## src/rtl/cont4b_disp.sv

```systemverilog
// Four-digit multiplexed 7-segment driver for the 4-bit up/down counter.
// Shows the value in decimal on the right two digits and the direction ('U'/'d') on the leftmost digit.
module cont4b_disp #(
  parameter int REFRESH_DIV = 50000,
  parameter bit ACTIVE_LOW  = 1'b1
) (
  input  logic       clk,
  input  logic       rst,
  input  logic [3:0] value,
  input  logic       dir,
  input  logic       en,
  output logic [3:0] an,
  output logic [6:0] seg,
  output logic       dp
);

  localparam int            PW     = (REFRESH_DIV > 2) ? $clog2(REFRESH_DIV) : 1;
  localparam logic [PW-1:0] TC_VAL = PW'(REFRESH_DIV - 1);
  localparam logic          INV    = !ACTIVE_LOW;

  // Active-low segment patterns {g,f,e,d,c,b,a}
  localparam logic [6:0] SEG_0     = 7'b1000000;
  localparam logic [6:0] SEG_1     = 7'b1111001;
  localparam logic [6:0] SEG_2     = 7'b0100100;
  localparam logic [6:0] SEG_3     = 7'b0110000;
  localparam logic [6:0] SEG_4     = 7'b0011001;
  localparam logic [6:0] SEG_5     = 7'b0010010;
  localparam logic [6:0] SEG_6     = 7'b0000010;
  localparam logic [6:0] SEG_7     = 7'b1111000;
  localparam logic [6:0] SEG_8     = 7'b0000000;
  localparam logic [6:0] SEG_9     = 7'b0010000;
  localparam logic [6:0] SEG_BLANK = 7'b1111111;
  localparam logic [6:0] SEG_U     = 7'b1000001;
  localparam logic [6:0] SEG_D     = 7'b0100001;

  logic [PW-1:0] r_presc;
  logic [1:0]    r_idx;
  logic [3:0]    r_lat_val;
  logic          r_lat_dir;
  logic [3:0]    r_an;
  logic [6:0]    r_seg;

  logic          w_tc;
  logic [3:0]    w_ones;
  logic [6:0]    w_seg_ones;
  logic [6:0]    w_seg_nxt;
  logic [3:0]    w_an_nxt;

  always_comb begin
    w_tc   = (r_presc == TC_VAL);
    w_ones = (r_lat_val >= 4'd10) ? (r_lat_val - 4'd10) : r_lat_val;

    case (w_ones)
      4'd0:    w_seg_ones = SEG_0;
      4'd1:    w_seg_ones = SEG_1;
      4'd2:    w_seg_ones = SEG_2;
      4'd3:    w_seg_ones = SEG_3;
      4'd4:    w_seg_ones = SEG_4;
      4'd5:    w_seg_ones = SEG_5;
      4'd6:    w_seg_ones = SEG_6;
      4'd7:    w_seg_ones = SEG_7;
      4'd8:    w_seg_ones = SEG_8;
      4'd9:    w_seg_ones = SEG_9;
      default: w_seg_ones = SEG_BLANK;
    endcase

    case (r_idx)
      2'd0:    w_seg_nxt = w_seg_ones;
      2'd1:    w_seg_nxt = (r_lat_val >= 4'd10) ? SEG_1 : SEG_BLANK;
      2'd3:    w_seg_nxt = r_lat_dir ? SEG_D : SEG_U;
      default: w_seg_nxt = SEG_BLANK;
    endcase

    w_an_nxt = ~(4'b0001 << r_idx);

    // Disable only blanks the outputs; the scan timing keeps running
    if (!en) begin
      w_an_nxt  = 4'b1111;
      w_seg_nxt = SEG_BLANK;
    end
  end

  always_ff @(posedge clk) begin
    if (rst) begin
      r_presc   <= '0;
      r_idx     <= 2'd0;
      r_lat_val <= 4'd0;
      r_lat_dir <= 1'b0;
      r_an      <= {4{INV}} ^ 4'b1111;
      r_seg     <= {7{INV}} ^ SEG_BLANK;
    end else begin
      r_presc <= w_tc ? '0 : r_presc + 1'b1;
      if (w_tc) begin
        r_idx <= r_idx + 2'd1;
        // Latch only at the frame boundary so one frame never mixes two values
        if (r_idx == 2'd3) begin
          r_lat_val <= value;
          r_lat_dir <= dir;
        end
      end
      r_an  <= {4{INV}} ^ w_an_nxt;
      r_seg <= {7{INV}} ^ w_seg_nxt;
    end
  end

  assign an  = r_an;
  assign seg = r_seg;
  assign dp  = 1'b1 ^ INV;

endmodule

```

## config.mk

```make
export PLATFORM = sky130hd
export DESIGN_NAME = cont4b_disp
export DESIGN_NICKNAME = d
export VERILOG_FILES = /design/src/rtl/cont4b_disp.sv
export SDC_FILE = /design/constraint.sdc
export NUM_CORES = 1
export LEC_CHECK = 0
export CAP_MARGIN = 20
export CORE_MARGIN = 2
export CORE_UTILIZATION = 50
export CTS_BUF_LIST = sky130_fd_sc_hd__clkbuf_2
export CTS_CLUSTER_SIZE = 25
export DETAILED_ROUTE_END_ITERATION = 16
export GPL_TIMING_DRIVEN = 1
export PLACE_DENSITY = 0.73
export SYNTH_ARGS = -nofsm -noshare
export SYNTH_HDL_FRONTEND = slang
export SYNTH_SLANG_ARGS = --single-unit
```

## constraint.sdc

```tcl
create_clock -name clk -period 2.1 [get_ports clk]
set_input_delay 0.21 -clock clk [delete_from_list [all_inputs] [get_ports clk]]
set_output_delay 0.21 -clock clk [all_outputs]
set_load 0.05 [all_outputs]
```

After elaboration in Yosys (flattened, before gate mapping)
Memory sizes are Yosys's and may differ from the RTL's.
Cells that the tools add are included.
{ "totals": {"elab_cells": 25, "mem_bits_ro": 112, "memories": 1, "reg_bits": 34} }
{ "op_classes": {"addsub": 3, "n_mux": 4, "n_reduce_logical": 4, "bitwise_logic": 2, "n_lt_le_gt_ge": 1, "n_shift": 1, "n_eq_ne": 3} }
{ "mem_list": {"columns": ["name", "depth", "width", "rd", "rd_ports_with_merged_regs", "wr", "line_no", "source"], "rows": [
  ["(name not given)", 16, 7, 1, 0, 0, "53", "case (w_ones)"]
]} }
{ "op_table": {"columns": ["cell", "n"], "rows": [
  ["one-hot mux 7 bit (3 select lines)", 1],
  ["adder 16 x 1 -> 16 bit (second input constant)", 1],
  ["== test 16 bit (second input constant)", 1],
  ["2-to-1 mux 7 bit", 1],
  ["greater-or-equal comparator 4 bit (second input constant)", 1],
  ["2-to-1 mux 4 bit", 1],
  ["NOT 4 bit", 1],
  ["OR reduction 2 bit", 2],
  ["left shift 1 x 2 -> 4 bit (first input constant)", 1],
  ["subtractor 4 bit (second input constant)", 1],
  ["2-to-1 mux 3 bit", 1],
  ["adder 2 x 1 -> 2 bit (second input constant)", 1],
  ["== test 2 x 1 -> 1 bit (second input constant)", 1],
  ["== test 2 bit (second input constant)", 1],
  ["logical NOT 2 bit", 1],
  ["AND reduction 2 bit", 1],
  ["NOT 1 bit", 1]
]} }

Logic depth before layout (Yosys ltp)
An unclocked memory read counts as a cell.
{ "depth": {"ltp_word": 4, "ltp_mapped": 9, "mapped_depth_nobuf": 8} }

Least setup slack after synthesis
No wires, ideal clock.
{ "synth_path": {"path_kind": "register to register", "from": "reg r_lat_val[1]", "to": "reg r_seg[6] (netlist: seg[6])", "setup_slack_ns": 0.203, "stages_incl_launch_ff": 9, "required_ns": 1.963, "setup_ns": 0.137, "arrival_time_ns": 1.760, "n_path_buf": 2, "path_cell_list": "dfxtp_1 clkbuf_1 inv_1 ha_1 and2_1 clkbuf_1 o21ai_0 o2111ai_1 o2111ai_1"} }
{ "synth_via": {"elab_chain_cells": 4, "word_cells_on_any_way": 5} }
{ "synth_rtl": {"columns": ["element", "line_no", "source"], "rows": [
  ["start, declared", "38", "logic [3:0] r_lat_val;"],
  ["start signal, assigned", "97", "r_lat_val <= value;"],
  ["subtractor 4 bit / greater-or-equal comparator 4 bit (equally long branches)", "51", "w_ones = (r_lat_val >= 4'd10) ? (r_lat_val - 4'd10) : r_lat_val;"],
  ["2-to-1 mux 4 bit (*)", "51", null],
  ["memory (16 x 7 bit) (*)", null, null],
  ["one-hot mux 7 bit (3 select lines) (*)", "67", "case (r_idx)"],
  ["end signal, assigned", "90", "r_seg <= {7{INV}} ^ SEG_BLANK;"],
  ["end signal, assigned", "102", "r_seg <= {7{INV}} ^ w_seg_nxt;"],
  ["end, declared", "41", "logic [6:0] r_seg;"]
]} }
Every way passes the cells marked *; elsewhere a longest branch is shown, timed or not.
A chain may end at the register's enable or synchronous reset.

Worst setup path after layout
{ "layout_path": {"from": "reg r_presc[11]", "to": "reg r_lat_val[2]"} }
{ "layout_via": {"elab_chain_cells": 2} }
{ "layout_rtl": {"columns": ["element", "line_no", "source"], "rows": [
  ["start, declared", "36", "logic [PW-1:0] r_presc;"],
  ["start signal, assigned", "92", "r_presc <= w_tc ? '0 : r_presc + 1'b1;"],
  ["== test 16 bit", "50", "w_tc = (r_presc == TC_VAL);"],
  ["AND reduction 2 bit (no source line)", null, null]
]} }
Every way passes these cells.

==> flow_summary.toml <==
[min_path]
min_path_type = "input pin to flop"
holdCritStartpoint = "value[2]"

[clock_tree]
clkTransAtPathRegs_ns = 0.16
post_cts_buffers = 0
clock_sinks = 34
hold_buffers = 0
clock_latency_ns = 0.39
cts_resized = 0
clockBufferDepth = 2
cts_root_buf = "clkbuf_2"
cts_buffers = 5
cts_htree_levels = 2
cts_tree = "done"

[route]
dr.pass1.iters = 4
wl_met1_um = 1360
dr_total_vias = 1384
met3_length_um = 176
drcViolationCount = 0
highest_layer = "met4"
met2WireLength_um = 1700
vias_per_cell = 5.26
drt_iter0_drc = 49
routed_wl_um = 3310
wire_per_inst_um = 12.6
ant_nets = 0

[synth]
synth-compound-area-share_pct = 9.16
synth_top_family_by_area = "simple AND/OR/NAND/NOR gates"
ys_ff_latch = 34
ys_warn_count = 0
synthXorXnorAreaFrac_pct = 7.75
ys_types = 36
synth_ff_type = "dfxtp_1"
synthArstFlopShare_pct = 0
syn_avg_cell_area_um2 = 8.69
synth_edf_count = 0
synth_fp_nets = 213
synth_fa_ha_area_share_pct = 7.39
synth.area.mux_share_pct = 4.14
synth_area_mm2 = 0.00169
yosysSeqAreaShare_pct = 40.2
synth-simple-area-share_pct = 26.1
syn_inst = 195

[die]
initial_utilization_pct = 51.6
rows = 21
die_w_um = 62.2
core_area_mm2 = 0.00328
pin_count = 20
die_h_um = 62.2
die_area_mm2 = 0.00387

[placement]
place_congestion = 0.841
hpwl_um = 2490
port_buffers = 18
dp_cells = 255

[worst_setup_path]
crit_family = "simple AND/OR/NAND/NOR gates"
path_class = "flop to flop"
path_max_fanout = 6
cp.required_ns = 2.39
arrival_ns = 2.15
r2r_start = "r_presc[11]"
crit_chain = "or4_4, nor4_4, mux2i_1, nor2_1"
cp-end-kind = "flop"
crit_start = "r_presc[11]"
crit_buf_inv = 0
start_kind = "flop"
slowest_delay_ns = 0.57
cp_slowest_cell = "or4_4"

[global_routing]
grt_pass1_vias = 1392
grt_usage_pct = 20.0
antenna_found_initial = 0
gr-total-overflow = 0
grt_max_degree = 16
grt_pass1_wl_um = 6020

[power]
switching_share_pct = 26.1
seqPwrFrac_pct = 63.5
irDropWorstVdd_mv = 0.304
combPwrFrac_pct = 8.2
cellPowerDensity_mw_per_mm2 = 535
p_int_uw = 774
p_clk_share_pct = 28.3
p_switching_uw = 274
cellLeakagePower_nw = 0.671

[sta]
tns_ns = 0
period_share_pct = 88.6
slew_viol_final = 0
clock_skew_ns = 0.0218
fmax_mhz = 538
layout_min_cycle_time_ns = 1.86
finalHoldViolCount = 0
setup_violations = 0
rsz0062_at_grt = "no"

[finish]
antennaDiodeCount = 0
drive_above_1_share_pct = 7.37
fillers = 306
areaGrowthSynthToFinish_pct = 15.7
layout.cells.non_filler = 263
layout.nets = 234

[job]
maxCapViolCount = 0

[status]
status = "complete, no violations"
registers in the layout (all words and copies together), names as in the netlist:
| register | count |
|---|---|
| an | 4 |
| r_idx | 2 |
| r_lat_dir | 1 |
| r_lat_val | 4 |
| r_presc | 16 |
| seg | 7 |
cells in the final DEF (no fill, tap or decap), drive strengths merged, types with 2 or more instances in the layout:
cell type and instances:
dfxtp 34, nor2 28, clkdlybuf4s50 18, nand2 14
xnor2 12, o21ai 11, inv 10, nand3 10
ha 10, mux2i 7, nor3 7, a21oi 6
clkbuf 6, nor4 6, buf 5, nand4 4
o2111ai 3, xor2 3, and3 2, nand2b 2
nand4b 2, a211oi 2, clkinv 2
final cells by class:
type	instances	area (µm²)	area share [%]
Timing Repair Buffer	23	218	11.1
Multi-Input combinational cell	142	927	47.3
Inverter	10	37.5	1.92
Tap cell	46	57.6	2.94
Sequential cell	34	681	34.7
Clock inverter	2	8.76	0.447
Clock buffer	6	30.0	1.53
power groups by stage:
stage	logic (mW)	clock network, mW	registers (mW)
2_1_floorplan	0.0299	0	0.704
3_3_place_gp	0.0856	0	0.678
3_5_place_dp	0.0865	0	0.679
4_1_cts	0.0869	0.311	0.666
5_1_grt	0.0921	0.342	0.668
6_report	0.0863	0.297	0.665
logic make-up (layout without fill, tap and decap cells):
logic type,after synthesis,in the layout
compound gates,26,26
xor+xnor,15,15
fa+ha+maj,10,10
buf+inv,19,41
flops,34,34
mux,7,7
other cells,1,1
simple gates,83,83
Yosys cell counts, drive strengths merged (3+ instances only):
| library cell | count | area share [%] |
|---|---|---|
| nand2 | 14 | 3.1 |
| inv | 10 | 2.2 |
| nor2 | 28 | 6.2 |
| buf | 3 | 1.6 |
| ha | 10 | 7.4 |
| dfxtp | 34 | 40 |
| nor4 | 6 | 4.0 |
| clkbuf | 6 | 1.3 |
| a21oi | 6 | 1.8 |
| nor3 | 7 | 2.1 |
| o21ai | 11 | 3.2 |
| xor2 | 3 | 1.6 |
| nand3 | 10 | 3.0 |
| nand4 | 4 | 1.5 |
| mux2i | 7 | 4.1 |
| xnor2 | 12 | 6.2 |
| o2111ai | 3 | 1.6 |
through the flow:
stage	hold WS (ns)	utilization, %	power, mW	instance area, µm²	setup WS (ns)
final	0.453	59.7	1.05	1960	0.240
after CTS	0.422	59.7	1.06	1960	0.231
after global routing	0.432	59.7	1.10	1960	0.0962
after global placement	0.451	58.5	0.764	1920	0.302
after detailed placement	0.466	58.5	0.766	1920	0.247
after floorplan	0.357	-	0.734	1690	0.203
worst min-delay path: cells and delay by family:
| kind | cells | cell delay [ns] |
|---|---|---|
| mux | 1 | 0.14 |
| buf+inv | 1 | 0.39 |
| simple gates | 1 | 0.05 |
path summary, 6_finish.rpt:
| kind | cells after the start | slack, ns | end |
|---|---|---|---|
| worst min register to register | 1 | 0.50 | r_presc[0] |
| worst max register to register | 4 | 0.24 | r_lat_val[2] |
| worst max-delay path | 4 | 0.24 | r_lat_val[2] |
| worst min-delay path | 3 | 0.45 | r_lat_val[2] |
layer usage:
layer	track usage, %	vias up
li1	-	714
met1	20.3	627
met2	36.8	35
met3	6.34	8
met4	9.72	0
met5	0	-
Power figures use the tool's default switching activity.
